<file path="src/rtl/ac_pkg.sv">
// Shared definitions for the accumulator-machine control unit: opcodes,
// FSM states, ALU operation codes, instruction classes and address selects.
package ac_pkg;

  localparam logic [3:0] OP_NOP  = 4'h0;
  localparam logic [3:0] OP_LDAC = 4'h1;
  localparam logic [3:0] OP_STAC = 4'h2;
  localparam logic [3:0] OP_ADD  = 4'h3;
  localparam logic [3:0] OP_SUB  = 4'h4;
  localparam logic [3:0] OP_AND  = 4'h5;
  localparam logic [3:0] OP_INAC = 4'h6;
  localparam logic [3:0] OP_CLAC = 4'h7;
  localparam logic [3:0] OP_JMP  = 4'h8;
  localparam logic [3:0] OP_JMPZ = 4'h9;
  localparam logic [3:0] OP_HALT = 4'hF;

  localparam logic [1:0] ALU_ADD  = 2'b00;
  localparam logic [1:0] ALU_SUB  = 2'b01;
  localparam logic [1:0] ALU_AND  = 2'b10;
  localparam logic [1:0] ALU_PASS = 2'b11;

  localparam logic ADDR_PC = 1'b0;
  localparam logic ADDR_IR = 1'b1;

  typedef enum logic [2:0] {
    S_IDLE, S_FETCH, S_DECODE, S_MEM, S_HALT
  } state_t;

  typedef enum logic [2:0] {
    CLS_REG, CLS_MEM, CLS_JUMP, CLS_HALT, CLS_ILL
  } iclass_t;

endpackage

</file>
<file path="src/rtl/ac_ctrl_if.sv">
// Memory-port handshake between the control unit and the shared memory.
interface ac_ctrl_if;
  logic mem_req;
  logic mem_ack;
  logic mem_we;
  logic addr_sel;

  modport master (output mem_req, output mem_we, output addr_sel, input mem_ack);
  modport slave  (input mem_req, input mem_we, input addr_sel, output mem_ack);
endinterface

</file>
<file path="src/rtl/ac_decode.sv">
// Combinational opcode classifier: instruction class, ALU operation and
// write qualifier for the memory phase.
module ac_decode
  import ac_pkg::*;
#(
  parameter int OPW = 4
) (
  input  logic [OPW-1:0] opcode,
  output iclass_t        cls,
  output logic [1:0]     alu_op,
  output logic           mem_we,
  output logic           alu_en
);

  always_comb begin
    cls    = CLS_ILL;
    alu_op = ALU_PASS;
    mem_we = 1'b0;
    alu_en = 1'b0;
    case (opcode)
      OPW'(OP_NOP), OPW'(OP_INAC), OPW'(OP_CLAC): cls = CLS_REG;
      OPW'(OP_JMP), OPW'(OP_JMPZ):                cls = CLS_JUMP;
      OPW'(OP_LDAC):                              cls = CLS_MEM;
      OPW'(OP_STAC): begin
        cls    = CLS_MEM;
        mem_we = 1'b1;
      end
      OPW'(OP_ADD): begin
        cls    = CLS_MEM;
        alu_en = 1'b1;
        alu_op = ALU_ADD;
      end
      OPW'(OP_SUB): begin
        cls    = CLS_MEM;
        alu_en = 1'b1;
        alu_op = ALU_SUB;
      end
      OPW'(OP_AND): begin
        cls    = CLS_MEM;
        alu_en = 1'b1;
        alu_op = ALU_AND;
      end
      OPW'(OP_HALT):                              cls = CLS_HALT;
      default:                                    cls = CLS_ILL;
    endcase
  end

endmodule

</file>
<file path="src/rtl/ac_ctrl.sv">
// Fetch/decode/memory sequencer for the 12-bit accumulator datapath.
// Outputs are decoded from the registered state plus mem_ack/ir_opcode/ac_zero.
module ac_ctrl
  import ac_pkg::*;
#(
  parameter int OPW = 4
) (
  input  logic           clk,
  input  logic           rst,
  input  logic           start,
  input  logic [OPW-1:0] ir_opcode,
  input  logic           ac_zero,
  ac_ctrl_if.master      bus,
  output logic           ir_load,
  output logic           pc_inc,
  output logic           pc_load,
  output logic           ac_write_en,
  output logic           ac_alu_to_ac,
  output logic           ac_inc_en,
  output logic           ac_clr_en,
  output logic [1:0]     alu_op,
  output logic           busy,
  output logic           halted,
  output logic           illegal
);

  state_t     state;
  iclass_t    dec_cls;
  logic [1:0] dec_alu_op;
  logic       dec_we;
  logic       dec_alu_en;

  ac_decode #(.OPW(OPW)) u_dec (
    .opcode (ir_opcode),
    .cls    (dec_cls),
    .alu_op (dec_alu_op),
    .mem_we (dec_we),
    .alu_en (dec_alu_en)
  );

  always_ff @(posedge clk) begin
    if (rst) begin
      state   <= S_IDLE;
      illegal <= 1'b0;
    end else begin
      case (state)
        S_IDLE:  if (start) state <= S_FETCH;
        S_FETCH: if (bus.mem_ack) state <= S_DECODE;
        S_DECODE: begin
          case (dec_cls)
            CLS_MEM:  state <= S_MEM;
            CLS_HALT: state <= S_HALT;
            CLS_ILL: begin
              illegal <= 1'b1;
              state   <= S_FETCH;
            end
            default:  state <= S_FETCH;
          endcase
        end
        S_MEM:   if (bus.mem_ack) state <= S_FETCH;
        S_HALT:  state <= S_HALT;
        default: state <= S_IDLE;
      endcase
    end
  end

  // Strobes fire only in the ack cycle of FETCH/MEM or the single DECODE cycle.
  always_comb begin
    bus.mem_req  = 1'b0;
    bus.mem_we   = 1'b0;
    bus.addr_sel = ADDR_PC;
    ir_load      = 1'b0;
    pc_inc       = 1'b0;
    pc_load      = 1'b0;
    ac_write_en  = 1'b0;
    ac_alu_to_ac = 1'b0;
    ac_inc_en    = 1'b0;
    ac_clr_en    = 1'b0;
    alu_op       = ALU_PASS;
    halted       = 1'b0;
    busy         = (state == S_FETCH) || (state == S_DECODE) || (state == S_MEM);
    case (state)
      S_FETCH: begin
        bus.mem_req = 1'b1;
        if (bus.mem_ack) begin
          ir_load = 1'b1;
          pc_inc  = 1'b1;
        end
      end
      S_DECODE: begin
        ac_inc_en = (ir_opcode == OPW'(OP_INAC));
        ac_clr_en = (ir_opcode == OPW'(OP_CLAC));
        pc_load   = (ir_opcode == OPW'(OP_JMP)) ||
                    ((ir_opcode == OPW'(OP_JMPZ)) && ac_zero);
      end
      S_MEM: begin
        bus.mem_req  = 1'b1;
        bus.addr_sel = ADDR_IR;
        bus.mem_we   = dec_we;
        alu_op       = dec_alu_en ? dec_alu_op : ALU_PASS;
        if (bus.mem_ack) begin
          ac_write_en  = (ir_opcode == OPW'(OP_LDAC));
          ac_alu_to_ac = dec_alu_en;
        end
      end
      S_HALT:  halted = 1'b1;
      default: ;
    endcase
  end

endmodule

</file>
<file path="src/flat_wrapper.sv">
// flat-port wrapper written by rule: the top's interface ports become plain ports
module ac_ctrl_flat import ac_pkg::*;
#(
  parameter int OPW = 4
)
  (clk, rst, start, ir_opcode, ac_zero, ir_load, pc_inc, pc_load, ac_write_en, ac_alu_to_ac, ac_inc_en, ac_clr_en, alu_op, busy, halted, illegal, bus_mem_req, bus_mem_we, bus_addr_sel, bus_mem_ack);
  ac_ctrl_if bus_i ();
  input  logic clk;
  input  logic rst;
  input  logic start;
  input  logic [OPW-1:0] ir_opcode;
  input  logic ac_zero;
  output logic ir_load;
  output logic pc_inc;
  output logic pc_load;
  output logic ac_write_en;
  output logic ac_alu_to_ac;
  output logic ac_inc_en;
  output logic ac_clr_en;
  output logic [1:0] alu_op;
  output logic busy;
  output logic halted;
  output logic illegal;
  output wire logic [$bits(bus_i.mem_req)-1:0] bus_mem_req;
  output wire logic [$bits(bus_i.mem_we)-1:0] bus_mem_we;
  output wire logic [$bits(bus_i.addr_sel)-1:0] bus_addr_sel;
  input wire logic [$bits(bus_i.mem_ack)-1:0] bus_mem_ack;
  assign bus_mem_req = bus_i.mem_req;
  assign bus_mem_we = bus_i.mem_we;
  assign bus_addr_sel = bus_i.addr_sel;
  assign bus_i.mem_ack = bus_mem_ack;
  ac_ctrl #(.OPW(OPW)) u_core (.clk(clk), .rst(rst), .start(start), .ir_opcode(ir_opcode), .ac_zero(ac_zero), .bus(bus_i), .ir_load(ir_load), .pc_inc(pc_inc), .pc_load(pc_load), .ac_write_en(ac_write_en), .ac_alu_to_ac(ac_alu_to_ac), .ac_inc_en(ac_inc_en), .ac_clr_en(ac_clr_en), .alu_op(alu_op), .busy(busy), .halted(halted), .illegal(illegal));
endmodule
</file>
<file path="config.mk">
export PLATFORM = sky130hd
export DESIGN_NAME = ac_ctrl_flat
export DESIGN_NICKNAME = d
export VERILOG_FILES = /design/src/rtl/ac_pkg.sv /design/src/rtl/ac_ctrl_if.sv /design/src/rtl/ac_decode.sv /design/src/rtl/ac_ctrl.sv /design/src/flat_wrapper.sv
export SDC_FILE = /design/constraint.sdc
export NUM_CORES = 1
export LEC_CHECK = 0
export CORE_MARGIN = 2
export CORE_UTILIZATION = 24
export DETAILED_ROUTE_END_ITERATION = 10
export GPL_ROUTABILITY_DRIVEN = 1
export PLACE_DENSITY = 0.64
export RECOVER_POWER = 25
export SLEW_MARGIN = 15
export SYNTH_ARGS = -nofsm -noshare
export SYNTH_HDL_FRONTEND = slang
export SYNTH_SLANG_ARGS = --single-unit
</file>
<file path="constraint.sdc">
create_clock -name clk -period 4 [get_ports clk]
set_clock_uncertainty 0.15 [all_clocks]
set_input_delay 0.6 -clock clk [delete_from_list [all_inputs] [get_ports clk]]
set_output_delay 0.6 -clock clk [all_outputs]
set_load 0.005 [all_outputs]
</file>
==> flow_summary.ini, run 1 <==
[run]
max_cap_viol_count = 0

[route]
drt_iter0_markers = 0
drt-total-wl_um = 994
drc_errors = 0
antenna_left = 0
wire_per_inst_um = 11.4
firstDrtPassIters = 1
via_per_inst = 4.95
vias = 431

[global_routing]
gr-total-overflow = 0
busiest_layer = met2
use_met2 = 0.182
grt_pass1_vias = 397
met3_usage = 0.0167
grt_max_degree = 11
grtUsageMet1 = 0.143
grt_pass1_wl_mm = 1.68
grtUsageTotal = 0.115
antenna_found_initial = 0

[final_layout]
insertedDiodeCount = 0
syn_to_final_growth_pct = 63.7
fillers = 168
finish.utilization = 0.416
final_layout_size_suffix_gt1_frac = 0.113
nNetsFinal = 82

[placement]
io_buffers = 23
hpwl_um = 789
gp_congestion = 0.757

[worst_setup_path]
path_class = in2out
cp.required_ps = 3250
path_max_fanout = 5
ff2ff_path_depth = 2
crit_path_start_kind = primary input
endpoint_kind = primary output
cp.arrival_ps = 2460

[yosys]
synth_area_sq_um = 383
async_flop_share = 0
ys_seq_area_frac = 0.209
yosysTopAreaCellShare = 0.209
synth_edf_count = 0
synth_cells = 49
ys_ff_latch = 4
synthesis.nets = 58
synth_area_leaders = dfxtp_1 (21%), and4bb_2 (9.8%), nor2_1 (5.9%), xor2_1 (4.6%), a2111oi_2 (3.9%)
synth_warnings = 0
ys.flop_type = dfxtp_1
synth_commonest_cells = nor2_1 (6), dfxtp_1 (4), nand2_1 (4)
synth_largest_area_cell = dfxtp_1
synth.most_common_cell = nor2_1
synth_cell_types = 29
syn_avg_cell_area_sq_um = 7.81

[clocking]
htreeDepth = 1
cts_resized = 0
post_cts.repair.setup_buffers = 0
clock_tree.root_cell = clkbuf_4
cts_tree = built
clock-sinks = 4
clk_pin_slew_ps = 40
cts_made_buffers = 3
clockBufferDepth = 2
clk_latency_ps = 230
cts_hold_buffers = 0

[floorplan]
rows = 14
core_area_sq_um = 1510
die_h_um = 43.9
die_area_sq_um = 1930
initial_core_util = 0.254
ioPinCount = 24
die_x_um = 43.9

[sta]
setup_tns_ps = 0
relSlewSlack = 0.765
finalCritPeriodShare = 0.804
grt_setup_unrepaired = no
min_period_ps = 3210
fmax_ghz = 0.311
finalHoldViolations = 0
final_max_slew_viol_count = 0
worst_slew_pin_slew_ps = 351
setup_viol = 0

[hold_path]
hp-class = reg2reg
min_path_cells = 2

[power_and_ir_drop]
leakagePower_uw = 0.000223
ir_worst_vdd_uv = 75.1
power.density_nw_per_um2 = 204

[status]
status = complete, no violations
==> path summary, 6_finish.rpt <==
path / slack (ps) / endpoint / startpoint
setup / recovery: 790 / ac_inc_en / ir_opcode[3]
hold / removal: 330 / u_core.illegal / u_core.illegal
setup reg to reg: 2560 / u_core.state[1] / u_core.state[1]
hold reg to reg: 330 / u_core.illegal / u_core.illegal
==> final cells by class <==
cell class	count	area [sq um]	area share
flip-flops and latches	4	80.1	0.128
well taps	16	20.0	0.0319
multi-input cells	39	267	0.425
clock buffers	3	22.5	0.0359
inverters	2	7.51	0.0120
repair buffers	23	230	0.367
==> sequential cells by signal (all words and copies together), names as in the netlist <==
name	count
u_core.illegal	1
u_core.state	3
==> placed cells by master (no fill, tap or decap), drive strengths merged, types with 2 or more instances in the layout <==
cell / instances
clkdlybuf4s50: 20
nor2: 6
nand2: 4
dfxtp: 4
and4bb: 3
clkbuf: 3
dlygate4sd3: 3
xor2: 2
nand3: 2
nand3b: 2
inv: 2
o22ai: 2
nor3: 2
==> kinds of logic after synthesis <==
logic type | after synthesis | share of synthesized area
flip-flops | 4 | 0.209
AND/OR/NAND/NOR | 28 | 0.484
AO/OA/AOI/OAI | 9 | 0.176
XOR/XNOR | 2 | 0.0458
buffers and inverters | 6 | 0.0850
==> power breakdown <==
| group | switching (uW) | internal, uW | leakage (uW) |
|---|---|---|---|
| clock | 15.5 | 33.5 | 0.0000138 |
| combinational | 13.7 | 20.2 | 0.000176 |
| sequential | 2.98 | 41.8 | 0.0000326 |
| total | 32.3 | 95.4 | 0.000223 |
==> routing by layer <==
layer / up-vias / share of wire
li1: 220 / -
met5: - / 0
met4: 0 / 0
met3: 0 / 0.067
met1: 192 / 0.48
met2: 19 / 0.45
==> critical path, cell delays in order <==
cell and delay (ps):
dlygate4sd3_1 600, or4b_1 570, nor3_2 180, clkdlybuf4s50_1 520
==> through the flow <==
stage	setup slack, ps	hold slack [ps]	cell area [sq um]	std cells	total power, uW
floorplan	1880	311	383	49	62.1
global placement	922	336	608	84	80.1
detailed placement	882	335	608	84	80.3
CTS	880	343	631	87	131
global route	696	385	627	87	137
finish	786	326	627	87	128
No activity file was read; power rests on OpenSTA's default activity.
==> run 2, diff against run 1 <==
Settings changed: PLACE_DENSITY 0.64 to 0.67.
Clock period 4 ns to 2.85 ns, I/O delays scaled along.
==> flow_summary.ini, run 2 (synthesis gave the netlist of run 1 again) <==
[global_routing]
grtUsageTotal = 0.134
grt_pass1_vias = 416
antenna_found_initial = 0
grt_max_degree = 11
grt_pass1_wl_mm = 1.89
gr-total-overflow = 0

[final_layout]
layout_common_cells = clkdlybuf4s50_1 (21), nor2_1 (6), nand2_1 (4), dfxtp_1 (4)
seqCellArea_sq_um = 80.1
reg.largest.list = u_core.state (3), u_core.illegal (1)
final_common_cell = clkdlybuf4s50_1
nNetsFinal = 84
regMostFlops = u_core.state
largest_register_ffs = 3
syn_to_final_growth_pct = 67.6
insertedDiodeCount = 0
final_layout_size_suffix_gt1_frac = 0.137
multiInputGateArea_sq_um = 267
fillers = 160

[floorplan]
ioPinCount = 24
die_h_um = 43.9
initial_core_util = 0.254
die_x_um = 43.9
die_area_sq_um = 1930
core_area_sq_um = 1510
rows = 14

[sta]
setup_viol = 0
finalHoldViolations = 0
min_period_ps = 2700
final_max_slew_viol_count = 0
worst_slack_ps = 151
setup_tns_ps = 0
grt_setup_unrepaired = no
fmax_ghz = 0.370
relSlewSlack = 0.750
finalCritPeriodShare = 0.947
worst_slew_pin_slew_ps = 374

[placement]
dp_slack_ps = 181
gp_congestion = 0.745
hpwl_um = 841
io_buffers = 23

[worst_setup_path]
cp.arrival_ps = 2120
cp_cell_sequence = clkdlybuf4s50_1 > or4b_1 > nor3_2 > clkdlybuf4s50_1
crit_top_cell = clkdlybuf4s50_1
endpoint_kind = primary output
crit_buf_inv = 2
cp_slowest_stage_delay_ps = 550
crit_slowest_cell = or4b_1
path_class = in2out
crit_path_start_kind = primary input
r2r_setup_slack_ps = 1400
path_delay_family = buffers and inverters
cp.required_ps = 2270
path_max_fanout = 5

[clocking]
clock-sinks = 4
htreeDepth = 1
clockBufferDepth = 2
cts_made_buffers = 3
cts_tree = built
cts_resized = 0
post_cts.repair.setup_buffers = 0
clk_latency_ps = 230
clock_tree.root_cell = clkbuf_4
clk_pin_slew_ps = 40
cts_hold_buffers = 0

[route]
drt_iter0_markers = 12
drc_errors = 0
drt-total-wl_mm = 1.09
via_per_inst = 5.00
antenna_left = 0
vias = 445
wire_per_inst_um = 12.2
firstDrtPassIters = 4

[power_and_ir_drop]
leakagePower_uw = 0.000232
power.density_nw_per_um2 = 286
ir_worst_vdd_uv = 197

[status]
status = complete, no violations

[hold_path]
hp-class = reg2reg

[run]
max_cap_viol_count = 0
-- run 2: cell count changes in the layout (fill, tap and decap cells not counted), sizes merged --
cell           change
buf                +2
clkdlybuf4s50      +1
dlygate4sd3        -1
-- run 2: where the power goes --
group / switching [uW] / total (uW) / internal [uW]
registers: 4.11 / 62.7 / 58.6
logic: 20.4 / 50.8 / 30.4
clock network: 22.8 / 69.9 / 47.1
total: 47.4 / 183 / 136
-- run 2: worst paths after layout --
kind	from	to	depth (start not counted)
worst max-delay path	ir_opcode[3]	ac_inc_en	4
worst min-delay path	u_core.illegal	u_core.illegal	2
worst max register to register	u_core.state[1]	u_core.state[1]	2
worst min register to register	u_core.illegal	u_core.illegal	2
-- run 2: area by class of cell --
type	instances	share of cell area
Sequential cell	4	0.125
Tap cell	16	0.0312
Timing Repair Buffer	25	0.382
Multi-Input combinational cell	39	0.415
Clock buffer	3	0.0351
Inverter	2	0.0117
-- run 2: worst min-delay path: cells and delay by family, from the launching register on --
| kind | cells | cell delay [ps] |
|---|---|---|
| flops | 1 | 320 |
| compound gates | 1 | 50 |
| simple gates | 1 | 70 |
-- run 2: per-layer routing --
| layer | vias up | track usage | routed length, um |
|---|---|---|---|
| li1 | 228 | - | - |
| met1 | 200 | 0.167 | 485 |
| met2 | 17 | 0.206 | 510 |
| met5 | - | 0 | 0 |
| met4 | 0 | 0.0545 | 0 |
| met3 | 0 | 0.0500 | 90 |
-- run 2: metrics by stage --
step | hold slack (ps) | utilization | area, sq um | cells | total power, uW
2_1_floorplan | 311 | - | 383 | 49 | 87.2
3_3_place_gp | 317 | 0.414 | 623 | 86 | 114
3_5_place_dp | 312 | 0.414 | 623 | 86 | 115
4_1_cts | 332 | 0.429 | 646 | 89 | 188
5_1_grt | 387 | 0.426 | 642 | 89 | 197
6_report | 327 | 0.426 | 642 | 89 | 183
==> run 3, diff against run 2 <==
Settings changed: HOLD_SLACK_MARGIN set to 0.05.
==> results of run 3 <==
The final DEF is identical to that of run 2; final timing and power are the same.
==> RTL edit: new RTL, settings of run 2 <==
`OPW` is set to 4 in 3 places; all go to 6.
--- a/src/rtl/ac_decode.sv
+++ b/src/rtl/ac_decode.sv
@@ -3,7 +3,7 @@
 module ac_decode
   import ac_pkg::*;
 #(
-  parameter int OPW = 4
+  parameter int OPW = 6
 ) (
   input  logic [OPW-1:0] opcode,
   output iclass_t        cls,
--- a/src/rtl/ac_ctrl.sv
+++ b/src/rtl/ac_ctrl.sv
@@ -3,7 +3,7 @@
 module ac_ctrl
   import ac_pkg::*;
 #(
-  parameter int OPW = 4
+  parameter int OPW = 6
 ) (
   input  logic           clk,
   input  logic           rst,
--- a/src/flat_wrapper.sv
+++ b/src/flat_wrapper.sv
@@ -1,7 +1,7 @@
 // flat-port wrapper written by rule: the top's interface ports become plain ports
 module ac_ctrl_flat import ac_pkg::*;
 #(
-  parameter int OPW = 4
+  parameter int OPW = 6
 )
   (clk, rst, start, ir_opcode, ac_zero, ir_load, pc_inc, pc_load, ac_write_en, ac_alu_to_ac, ac_inc_en, ac_clr_en, alu_op, busy, halted, illegal, bus_mem_req, bus_mem_we, bus_addr_sel, bus_mem_ack);
   ac_ctrl_if bus_i ();
Ports: changed (resized ir_opcode); port bits go from 24 to 26. No check against the original RTL was run, so the function may have changed too.
==> RTL edit against run 2 <==
Worst hold slack improved by 0.063 ns. Critical endpoint is now pc_load. Clock power rose by 8.0%. Total power rose by 11%. Highest routed layer is now met4. Routed wire length rose by 13%. Worst setup slack got worse by 0.060 ns. Design area rose by 17%. Sequential cell count did not move. Die area rose by 12%. First-iteration DRC count fell by 50%. Synthesized cell count rose by 29%. Area after synthesis rose by 14%. Sequential power fell by 1%.
==> RTL edit: results <==
[clock_tree]
root_buffer = clkbuf_4
clkSlewWorstSetupHoldPaths_ns = 0.04
clkLatencyLatePin_ns = 0.25
numCtsBuffers = 3
clk_path_buf_depth = 2
h-tree-depth = 1

[hold_path]
hp-class = flop to flop
min-delay-start = u_core.state[2]

[power_and_ir_drop]
swShare = 0.295
p_leak_uw = 0.000301
vdd_drop_max_v = 0.000198

[layout]
fin_nets = 104
antennaDiodeCount = 0
reg.largest.list = u_core.state x3, u_core.illegal x1
drive_gt1_frac = 0.132

[detailed_routing]
viasPerCell = 4.77
dr.pass1.iters = 2
wire_per_inst_um = 10.5
drt_iter0_drc = 6

[worst_setup_path]
rr_startpoint = u_core.state[1]
critPathArrivalTime_ns = 2.18
worstSetupStartpoint = ir_opcode[3]
cp_max_fo = 4
cp_slowest_cell = clkdlybuf4s50_1
cpPeakStageDelay_ns = 0.56

[outcome]
status = finished clean

[synth]
synth_commonest_cells = 10 x nor2_1, 5 x a21oi_1, 5 x and3_1
synthDistinctLibCells = 31
synthArstFlopShare = 0
synth_nets = 74
yosys_warnings = 0
ys_seq_area_frac = 0.184
synth_most_common_cell = nor2_1
synthTopCellsByArea = dfxtp_1 18%, nor2_1 8.6%, and3_1 7.2%

[placement]
port_buffers = 25
place_congestion = 0.777

[global_routing]
grt_max_degree = 12
grt_pass1_vias = 437
grt_pass1_wl_um = 1950
grt_use_total = 0.126
grt_antenna_before_repair = 0

[sta]
slew-limit-headroom = 0.790
==> RTL edit: cell count changes in the layout (fill, tap and decap cells not counted), moves of 3 or more <==
cell | before | now
clkdlybuf4s50_1 | 21 | 24
and4bb_2 | 3 | 0
nor4_1 | 0 | 3
and3_1 | 0 | 5
a21oi_1 | 1 | 5
nor2_1 | 6 | 10
o21ai_1 | 0 | 3
==> RTL edit: path summary, 6_finish.rpt <==
| kind | to | slack [ns] | depth (start not counted) |
|---|---|---|---|
| max | pc_load | 0.09 | 4 |
| min | u_core.state[0] | 0.39 | 1 |
| max reg2reg | u_core.state[1] | 1.46 | 3 |
| min reg2reg | u_core.state[0] | 0.39 | 1 |
==> RTL edit: repair_timing <==
item / 4_1_cts / 5_1_grt
endpoints found under the setup margin: 0 / 2
buffers inserted: 0 / 1
resized for setup: 0 / 1
==> RTL edit: layout make-up <==
class                           count  area [sq um]
Clock buffer                        3          22.5
Tap cell                           25          31.3
Multi-Input combinational cell     54           335
Fill cell                         177           955
Inverter                            1          3.75
Timing Repair Buffer               29           280
Sequential cell                     4          80.1
==> RTL edit: worst max-delay path, delay by kind of cell <==
family | cells | cell delay (ns)
buf+inv | 2 | 1.11
simple gates | 2 | 0.65
==> RTL edit: cells by family (layout without fill, tap and decap cells) <==
group	count (synthesis)	after routing	share of synthesized area
DFF	4	4	0.184
AOI/OAI and AO/OA	15	15	0.221
and+or+nand+nor	38	38	0.514
buffers and inverters	5	33	0.0603
xor gates and xnor gates	1	1	0.0201
==> RTL edit: routing by layer <==
| metal | vias to the layer above | part of all wire | track usage | routed length, um |
|---|---|---|---|---|
| met5 | - | 0 | 0 | 0 |
| met4 | 0 | 0.014 | 0.0343 | 17 |
| met3 | 2 | 0.071 | 0.0510 | 87 |
| met2 | 18 | 0.42 | 0.164 | 508 |
| met1 | 246 | 0.50 | 0.185 | 609 |
| li1 | 287 | - | - | - |
==> RTL edit: stage by stage <==
stage               std cells  power [uW]  setup slack (ns)  hold slack, ns  cell area (sq um)
finish                    116         204            0.0904           0.390                753
CTS                       115         204            0.0993           0.390                739
detailed placement        112         127            0.0959           0.389                717
floorplan                  63        92.9              1.17           0.333                435
global placement          112         127            0.0850           0.390                717
global route              116         220            0.0131           0.424                753
==> RTL edit: power by group through the flow <==
stage               registers [uW]  logic [uW]  clock network [uW]
floorplan                     62.2        30.7                   0
global placement              62.8        64.6                   0
detailed placement            62.8        64.6                   0
CTS                           62.0        65.0                76.9
global route                  62.3        73.8                84.0
finish                        61.9        66.7                75.5
